[src/rtl/pipe_hazard_ctrl.sv]
// Pipeline hazard controller: RAW forwarding selection, hazard stalls,
// branch flush sequencing, debug single-step hold and performance counters.
module pipe_hazard_ctrl #(
  parameter int unsigned REG_AW    = 5,
  parameter int unsigned FLUSH_CYC = 3,
  parameter int unsigned FWD_EN    = 1,
  parameter int unsigned CNT_W     = 16
) (
  input  logic              clk,
  input  logic              rst,
  input  logic              debug_en,
  input  logic              debug_step,
  input  logic [REG_AW-1:0] rs_addr,
  input  logic [REG_AW-1:0] rt_addr,
  input  logic              rs_used,
  input  logic              rt_used,
  input  logic              branch_id,
  input  logic [REG_AW-1:0] regw_addr_exe,
  input  logic              wb_wen_exe,
  input  logic              mem_ren_exe,
  input  logic [REG_AW-1:0] regw_addr_mem,
  input  logic              wb_wen_mem,
  input  logic              mem_ren_mem,
  output logic              if_rst,
  output logic              id_rst,
  output logic              exe_rst,
  output logic              mem_rst,
  output logic              wb_rst,
  output logic              if_en,
  output logic              id_en,
  output logic              exe_en,
  output logic              mem_en,
  output logic              wb_en,
  output logic [1:0]        fwd_a,
  output logic [1:0]        fwd_b,
  output logic [CNT_W-1:0]  load_use_cnt,
  output logic [CNT_W-1:0]  flush_cnt
);

  // Remaining flush cycles after the accepting cycle is FLUSH_CYC-1.
  localparam logic [1:0]       FcntLoad = 2'(FLUSH_CYC - 1);
  localparam logic [CNT_W-1:0] CntMax   = {CNT_W{1'b1}};

  logic [1:0] fcnt;
  logic       step_prev;
  logic       step_pulse, hold;
  logic       chk_a, chk_b;
  logic       hit_exe_a, hit_mem_a, hit_exe_b, hit_mem_b;
  logic       stall_a, stall_b, hazard_stall;
  logic       branch_acc, flush_act, flush_drv;

  // Register 0 is hardwired, so it never creates a dependency.
  assign chk_a     = rs_used & (rs_addr != '0);
  assign chk_b     = rt_used & (rt_addr != '0);
  assign hit_exe_a = chk_a & wb_wen_exe & (regw_addr_exe == rs_addr);
  assign hit_mem_a = chk_a & wb_wen_mem & (regw_addr_mem == rs_addr);
  assign hit_exe_b = chk_b & wb_wen_exe & (regw_addr_exe == rt_addr);
  assign hit_mem_b = chk_b & wb_wen_mem & (regw_addr_mem == rt_addr);

  // Operand A: forward select and stall; EXE result is the youngest and wins.
  always_comb begin
    fwd_a   = 2'd0;
    stall_a = 1'b0;
    if (!rst) begin
      if (FWD_EN != 0) begin
        if (hit_exe_a) begin
          if (mem_ren_exe) stall_a = 1'b1;
          else             fwd_a   = 2'd1;
        end else if (hit_mem_a) begin
          fwd_a = mem_ren_mem ? 2'd3 : 2'd2;
        end
      end else begin
        stall_a = hit_exe_a | hit_mem_a;
      end
    end
  end

  // Operand B: same rules as operand A, independent select.
  always_comb begin
    fwd_b   = 2'd0;
    stall_b = 1'b0;
    if (!rst) begin
      if (FWD_EN != 0) begin
        if (hit_exe_b) begin
          if (mem_ren_exe) stall_b = 1'b1;
          else             fwd_b   = 2'd1;
        end else if (hit_mem_b) begin
          fwd_b = mem_ren_mem ? 2'd3 : 2'd2;
        end
      end else begin
        stall_b = hit_exe_b | hit_mem_b;
      end
    end
  end

  assign hazard_stall = stall_a | stall_b;
  assign step_pulse   = debug_step & ~step_prev;
  assign hold         = debug_en & ~step_pulse;
  // A branch stuck behind a hazard stays in ID and is retried later.
  assign branch_acc   = branch_id & ~rst & ~hold & ~hazard_stall;
  assign flush_act    = branch_acc | (fcnt != 2'd0);
  assign flush_drv    = flush_act & ~rst & ~hold & ~hazard_stall;

  // Stage control, priority: reset > debug hold > hazard stall > branch flush.
  always_comb begin
    if_rst  = 1'b0;
    id_rst  = 1'b0;
    exe_rst = 1'b0;
    mem_rst = 1'b0;
    wb_rst  = 1'b0;
    if_en   = 1'b1;
    id_en   = 1'b1;
    exe_en  = 1'b1;
    mem_en  = 1'b1;
    wb_en   = 1'b1;
    if (rst) begin
      if_rst  = 1'b1;
      id_rst  = 1'b1;
      exe_rst = 1'b1;
      mem_rst = 1'b1;
      wb_rst  = 1'b1;
    end else if (hold) begin
      if_en  = 1'b0;
      id_en  = 1'b0;
      exe_en = 1'b0;
      mem_en = 1'b0;
      wb_en  = 1'b0;
    end else if (hazard_stall) begin
      if_en   = 1'b0;
      id_en   = 1'b0;
      exe_rst = 1'b1;
    end else if (flush_act) begin
      id_rst = 1'b1;
    end
  end

  // Flush sequencer and step edge detector; frozen by hold and hazard stalls.
  always_ff @(posedge clk) begin
    if (rst) begin
      fcnt      <= 2'd0;
      step_prev <= 1'b0;
    end else begin
      step_prev <= debug_step;
      if (branch_acc) begin
        fcnt <= FcntLoad;
      end else if ((fcnt != 2'd0) && !hold && !hazard_stall) begin
        fcnt <= fcnt - 2'd1;
      end
    end
  end

  // Saturating performance counters.
  always_ff @(posedge clk) begin
    if (rst) begin
      load_use_cnt <= '0;
      flush_cnt    <= '0;
    end else begin
      if (hazard_stall && !hold && (load_use_cnt != CntMax)) begin
        load_use_cnt <= load_use_cnt + 1'b1;
      end
      if (flush_drv && (flush_cnt != CntMax)) begin
        flush_cnt <= flush_cnt + 1'b1;
      end
    end
  end

endmodule

[config.mk]
export PLATFORM = sky130hd
export DESIGN_NAME = pipe_hazard_ctrl
export DESIGN_NICKNAME = d
export VERILOG_FILES = /design/src/rtl/pipe_hazard_ctrl.sv
export SDC_FILE = /design/constraint.sdc
export NUM_CORES = 1
export LEC_CHECK = 0
export CORE_UTILIZATION = 46
export CTS_BUF_LIST = sky130_fd_sc_hd__clkbuf_16
export CTS_CLUSTER_DIAMETER = 30
export DETAILED_ROUTE_END_ITERATION = 7
export GPL_TIMING_DRIVEN = 0
export PLACE_DENSITY_LB_ADDON = 0.3
export RECOVER_POWER = 25
export SLEW_MARGIN = 20
export SYNTH_ARGS = -nofsm -noshare
export SYNTH_HDL_FRONTEND = slang
export SYNTH_SLANG_ARGS = --single-unit
[constraint.sdc]
create_clock -name clk -period 2.37 [get_ports clk]
set_input_delay 0.3555 -clock clk [delete_from_list [all_inputs] [get_ports clk]]
set_output_delay 0.3555 -clock clk [all_outputs]
set_load 0.02 [all_outputs]
==> results.ini, run 1 <==
[outcome]
status=finished clean

[power_and_ir_drop]
p_per_area_nw_per_um2=474
p_total_mw=1.59
peakVddDrop_uv=358
total_leakage_power_nw=1.32

[floorplanning]
coreArea_um2=4690
rows=25
die_y_um=71.8
die_area_um2=5160
die_width_um=71.8
start_util_pct=47.8
ios=77

[place]
globalplace.congestion=0.875
port_buffers=76
dp_hpwl_um=4630
dp_slack_ns=-1.17
post_dp_cell_area_um2=3070

[drt]
dr_total_vias=2521
drt_iter0_drc=235
drt_wl_total_um=6510
drc_errors=0
detail-route-antenna-nets=0
vias_per_cell=5.88
drtPass1Iterations=5
avgRoutedWirePerCell_um=15.2

[finish]
final_cell_mix=33 x dfxtp_1, 31 x clkdlybuf4s50_1, 24 x a21oi_1
postLayoutCellArea_um2=3350
nNetsFinal=408
drive_gt1_share_pct=18.9
final_common_cell=dfxtp_1
fin_util_pct=71.4
area_delta_synth_final_pct=49.2
antenna_cells=0

[timing]
final_max_slew_viol_count=0
period_share_pct=98.9
setup_viol=0
final_hold_viol_count=0
finalCriticalPeriod_ns=2.34
worstMarginPinSlew_ns=0.564
finClkSkew_ns=0.00501
timing.fmax_ghz=0.427
relSlewSlack_pct=62.4
fin_ws_ns=0.0263

[grt]
antenna_found_initial=0
grt_max_degree=12
track_usage_pct=25.6
grt_pass1_vias=2288
overflow=0
grt_pass1_wl_um=10400
grt.met2_usage_pct=43.0
globalRoute.busiestLayer=met2
grt_use_met3_pct=6.89
grtUsageMet1_pct=32.0

[critical_path]
crit_slowest_cell=nor4_2
crit_buf_inv=3
crit_arrival_ns=1.99
crit_fanout=4
cp_top_family=simple AND/OR/NAND/NOR gates
worstPathRequired_ns=2.01
crit_type=input port to output port
rr_worst_depth=9
worstSetupStartpointType=input port
cp.depth=8
slowest_delay_ns=0.38
worst_setup_path_end_kind=output port
crit_top_cell=buf_4
crit_path_cell_trace=buf_4, xor2_1, nor4_2, buf_4, and4_4, o21ai_2, a21o_1, clkdlybuf4s15_2

[hold_path]
min_path_type=flip-flop to flip-flop
hold_depth=2

[synthesis]
ys_types=44
synth_edf_count=0
syn_inst=282
yosys_most_used_dff=dfxtp_1
netlist_area_um2=2240
ys_seq_elements=35
syn_nets=316
avgSynthCellArea_um2=7.96
yosysWarnings=0
seq_area_frac_synth_pct=31.2
async_flop_share_pct=0

[cts]
cts_made_buffers=5
cts-hold-fix-buffers=0
clock-sinks=35
cts_tree=built
htreeDepth=2
worstSkewPairLatency_ns=0.28
path_clk_slew_ns=0.05
clk_path_buf_depth=2
clockRootBuffer=clkbuf_16

[job]
drv_cap=0

==> metrics by stage <==
step / setup TNS, ns / hold WS, ns / cells
after floorplan: 0 / 0.450 / 282
after global placement: -11.14 / 0.461 / 412
after detailed placement: -13.20 / 0.477 / 412
after CTS: -0.134 / 0.488 / 425
after global routing: -0.267 / 0.509 / 429
final: 0 / 0.484 / 429
==> final cells by class <==
type | count | area [um2]
Sequential cell | 35 | 706
Inverter | 2 | 7.51
Clock buffer | 5 | 125
Buffer | 18 | 121
Fill cell | 366 | 1340
Clock inverter | 3 | 38.8
Timing Repair Buffer | 87 | 808
Tap cell | 54 | 67.6
Multi-Input combinational cell | 225 | 1470
==> routing by layer <==
metal	routed length, um	share of wire [%]	vias up
met5	0	0	-
met4	84	1.3	0
met3	409	6.3	10
met2	3200	49	89
met1	2810	43	1200
li1	-	-	1222
==> registers in the layout, summed over array words and instances, names as in the netlist <==
register,cells
step_prev,1
load_use_cnt,16
flush_cnt,16
fcnt,2
==> final timing paths <==
| check | slack, ns | end | from |
|---|---|---|---|
| hold / removal | 0.48 | fcnt[0] | fcnt[0] |
| setup / recovery | 0.03 | id_rst | regw_addr_exe[2] |
| hold reg to reg | 0.48 | fcnt[0] | fcnt[0] |
| setup reg to reg | 0.08 | load_use_cnt[13] | load_use_cnt[0] |
==> cell usage after synthesis (3+ instances only) <==
| library cell | instances | area (um2) |
|---|---|---|
| a21o_1 | 3 | 22.5 |
| nand4_1 | 14 | 87.6 |
| nand2b_1 | 6 | 37.5 |
| buf_2 | 4 | 20.0 |
| buf_4 | 6 | 45.0 |
| nor3_1 | 6 | 30.0 |
| and2_1 | 4 | 25.0 |
| dfxtp_1 | 35 | 701 |
| nor2_1 | 14 | 52.6 |
| ha_1 | 3 | 37.5 |
| nand3_1 | 15 | 75.1 |
| and4_1 | 7 | 61.3 |
| o21ai_0 | 24 | 120 |
| clkbuf_1 | 7 | 26.3 |
| and3_1 | 10 | 62.6 |
| xor2_1 | 15 | 131 |
| or3_1 | 22 | 138 |
| a21oi_1 | 26 | 130 |
| xnor2_1 | 7 | 61.3 |
| nand2_1 | 14 | 52.6 |
| nor3b_1 | 3 | 22.5 |
| a31oi_1 | 5 | 31.3 |
| a311oi_1 | 3 | 26.3 |
| nor2b_1 | 3 | 18.8 |
==> worst reg2reg max path, cell delays in order (launching register included) <==
cell,delay (ns)
dfxtp_4,0.35
ha_2,0.18
and2_4,0.15
buf_6,0.13
nor3b_1,0.16
a311oi_2,0.39
o21ai_2,0.18
buf_4,0.19
or3_1,0.34
a21oi_1,0.14
==> where the power goes <==
part	internal [mW]	switching (mW)
sequential	0.597	0.00725
combinational	0.118	0.130
clock	0.490	0.244
==> logic make-up after synthesis <==
kind of cell	synth area share (%)
xor+xnor	8.59
compound gates	18.7
flops	31.2
fa+ha+maj	1.67
mux	1.45
buf+inv	5.58
simple gates	32.8
==> repair_timing <==
item | in CTS | in global routing
setup endpoints to repair | 14 | 22
gates cloned | 0 | 1
pin swaps | 7 | 14
endpoints found under the hold margin | 0 | 0
resized for setup | 58 | 55
setup buffers | 5 | 5
Power figures use the tool's default switching activity.
==> run 2, diff against run 1 <==
--- a/config.mk
+++ b/config.mk
@@ -5,6 +5,7 @@
 export SDC_FILE = /design/constraint.sdc
 export NUM_CORES = 1
 export LEC_CHECK = 0
+export CORE_ASPECT_RATIO = 1.2
 export CORE_UTILIZATION = 46
 export CTS_BUF_LIST = sky130_fd_sc_hd__clkbuf_16
 export CTS_CLUSTER_DIAMETER = 30
==> run 2 against run 1 <==
Against the previous run:
- the flow now finishes with violations (setup timing)
- core utilization rose by 1.3 points
- worst hold slack got worse by 0.010 ns
- critical path depth rose by 2
- via count rose by 1.9%
- critical path type unchanged
==> results.ini, run 2 (same netlist as run 1, synthesis figures left out) <==
[outcome]
status=finished with violations  ; was finished clean
violations=setup timing

[power_and_ir_drop]
pwr-share-comb_pct=17.0  ; was 15.6%
switching_share_pct=27.1  ; was 24.0%
peakVddDrop_uv=316  ; was 358 uV
p_switching_mw=0.416  ; was 0.381 mW
total_leakage_power_nw=1.29  ; was 1.32 nW
p_total_mw=1.53  ; was 1.59 mW
p_int_mw=1.12  ; was 1.21 mW
p_per_area_nw_per_um2=456  ; was 474 nW/um2
seqPwrFrac_pct=39.5  ; was 38.1%
clkPwrFrac_pct=43.5  ; was 46.3%

[place]
place_inst=416  ; was 412
globalplace.congestion=0.900  ; was 0.875
port_buffers=76  ; unchanged
post_dp_cell_area_um2=3080  ; was 3070 um2
dp_hpwl_um=4620  ; was 4630 um

[finish]
finalNonFillerCells=435  ; was 429
nNetsFinal=410  ; was 408
n_fill_cell=375  ; was 366
area_delta_synth_final_pct=49.8  ; was 49.2%
multiInputGateArea_um2=1470  ; about the same
antenna_cells=0  ; unchanged
final_common_cell=dfxtp_1  ; unchanged
seqCellArea_um2=702  ; was 706 um2
postLayoutCellArea_um2=3360  ; was 3350 um2
top_regs=flush_cnt (16), load_use_cnt (16), fcnt (2)  ; unchanged
drive_gt1_share_pct=18.0  ; was 18.9%
final_cell_mix=34 x dfxtp_1, 29 x clkdlybuf4s50_1, 26 x a21oi_1  ; was 33 x dfxtp_1, 31 x clkdlybuf4s50_1, 24 x a21oi_1

[floorplanning]
start_util_pct=48.5  ; was 47.8%
ios=77  ; unchanged
die_y_um=78.5  ; was 71.8 um
coreArea_um2=4630  ; was 4690 um2
die_area_um2=5160  ; about the same
die_width_um=65.8  ; was 71.8 um
rows=27  ; was 25

[cts]
cts_made_buffers=5  ; unchanged
cts-hold-fix-buffers=0  ; unchanged
cts_tree=built  ; unchanged
htreeDepth=2  ; unchanged
clk_path_buf_depth=2  ; unchanged
worstSkewPairLatency_ns=0.29  ; was 0.28 ns
path_clk_slew_ns=0.06  ; was 0.05 ns
clockRootBuffer=clkbuf_16  ; unchanged
clock-sinks=35  ; unchanged

[critical_path]
slowest_delay_ns=0.32  ; was 0.38 ns
cp.depth=10  ; was 8
crit_fanout=2  ; was 4
worstPathRequired_ns=2.01  ; about the same
crit_slowest_cell=nor4_2  ; unchanged
worstSetupStartpointType=input port  ; unchanged
crit_path_cell_trace=buf_8, xor2_2, nor4_2, nand4_1, a21boi_2, buf_6, nor2_4, or2_4, buf_6, buf_6  ; was buf_4, xor2_1, nor4_2, buf_4, and4_4, o21ai_2, a21o_1, clkdlybuf4s15_2
rr_worst_depth=9  ; unchanged
crit_arrival_ns=2.02  ; was 1.99 ns
crit_buf_inv=4  ; was 3
worst_setup_path_end_kind=output port  ; unchanged
crit_type=input port to output port  ; unchanged
cp_top_family=simple AND/OR/NAND/NOR gates  ; unchanged
rrSetupSlack_ns=0.14  ; was 0.08 ns
crit_top_cell=buf_6  ; was buf_4

[timing]
whs_ns=0.474  ; was 0.484 ns
period_share_pct=100  ; was 98.9%
finClkSkew_ns=0.00483  ; was 0.00501 ns
final_max_slew_viol_count=0  ; unchanged
worstMarginPinSlew_ns=0.516  ; was 0.564 ns
setup_viol=1  ; was 0
final_hold_viol_count=0  ; unchanged
finalCriticalPeriod_ns=2.37  ; was 2.34 ns
timing.fmax_ghz=0.421  ; was 0.427 GHz
relSlewSlack_pct=65.6  ; was 62.4%
rsz0062_at_grt=true
fin_ws_ns=-0.00441  ; was 0.0263 ns

[drt]
drt_wl_total_um=6670  ; was 6510 um
detail-route-antenna-nets=0  ; unchanged
drtPass1Iterations=4  ; was 5
dr_total_vias=2569  ; was 2521
drc_errors=0  ; unchanged
avgRoutedWirePerCell_um=15.3  ; was 15.2 um
vias_per_cell=5.91  ; was 5.88
drt_iter0_drc=220  ; was 235

[grt]
grt_max_degree=14  ; was 12
overflow=0  ; unchanged
grt_pass1_vias=2351  ; was 2288
grt_pass1_wl_um=10400  ; about the same
antenna_found_initial=0  ; unchanged
track_usage_pct=25.9  ; was 25.6%

[job]
drv_cap=0  ; unchanged

[hold_path]
hold_depth=2  ; unchanged
min_path_type=flip-flop to flip-flop  ; unchanged

[run 2: cell types whose count changed in the layout (fill, tap and decap cells not counted), moves of 3 or more]
cell	previous run	this run
xor2_2	1	4
xor2_1	14	11
buf_6	7	10
dlymetal6s2s_1	8	1
dlygate4sd2_1	3	11
clkbuf_2	10	5
[run 2: final cells by class]
cell class / count / area share [%]
multi-input combinational: 225 / 43.8
timing repair buffer: 87 / 24.0
sequential: 35 / 20.9
buffer: 20 / 4.47
clock buffer: 5 / 3.72
tap: 58 / 2.16
clock inverter: 3 / 0.707
inverter: 2 / 0.223
[run 2: metal layers]
metal  part of all wire (%)  global-route usage (%)  vias up
li1                       -                       -     1228
met1                     38                    27.7     1220
met2                     55                    48.0      111
met3                    6.2                    4.80       10
met4                   0.98                    11.1        0
met5                      0                       0        -
[run 2: final timing paths]
| check | startpoint | to |
|---|---|---|
| min reg2reg | fcnt[0] | fcnt[0] |
| max reg2reg | load_use_cnt[1] | load_use_cnt[14] |
| min | fcnt[0] | fcnt[0] |
| max | regw_addr_exe[4] | if_en |
[run 2: metrics by stage]
step	setup TNS, ns	setup WS (ns)	util, %
floorplan	0	0.0670	-
finish	-0.00441	-0.00441	72.6
global placement	-10.49	-1.06	66.5
global route	-0.159	-0.120	72.6
CTS	-0.0987	-0.0987	71.0
detailed placement	-11.68	-1.09	66.5
[run 2: worst register-to-register path, stage by stage, from the launching register on]
cell	delay, ns
dfxtp_1	0.36
ha_1	0.22
and2_4	0.16
buf_6	0.13
nor3b_1	0.15
a311oi_2	0.34
o21ai_2	0.16
buf_6	0.17
or3_1	0.35
a21oi_1	0.14
[run 2: what timing repair did]
action | CTS | global route
pin swaps | 9 | 11
gates resized for setup | 74 | 46
endpoints found under the hold margin | 0 | 0
setup buffers | 7 | 4
gates cloned | 0 | 0
endpoints found under the setup margin | 12 | 18
[run 2: power groups by stage]
| stage | logic [mW] | clock network (mW) | registers (mW) |
|---|---|---|---|
| 6_report | 0.260 | 0.667 | 0.606 |
| 5_1_grt | 0.279 | 0.700 | 0.608 |
| 4_1_cts | 0.246 | 0.672 | 0.606 |
| 3_5_place_dp | 0.247 | 0 | 0.619 |
| 3_3_place_gp | 0.241 | 0 | 0.619 |
| 2_1_floorplan | 0.119 | 0 | 0.624 |
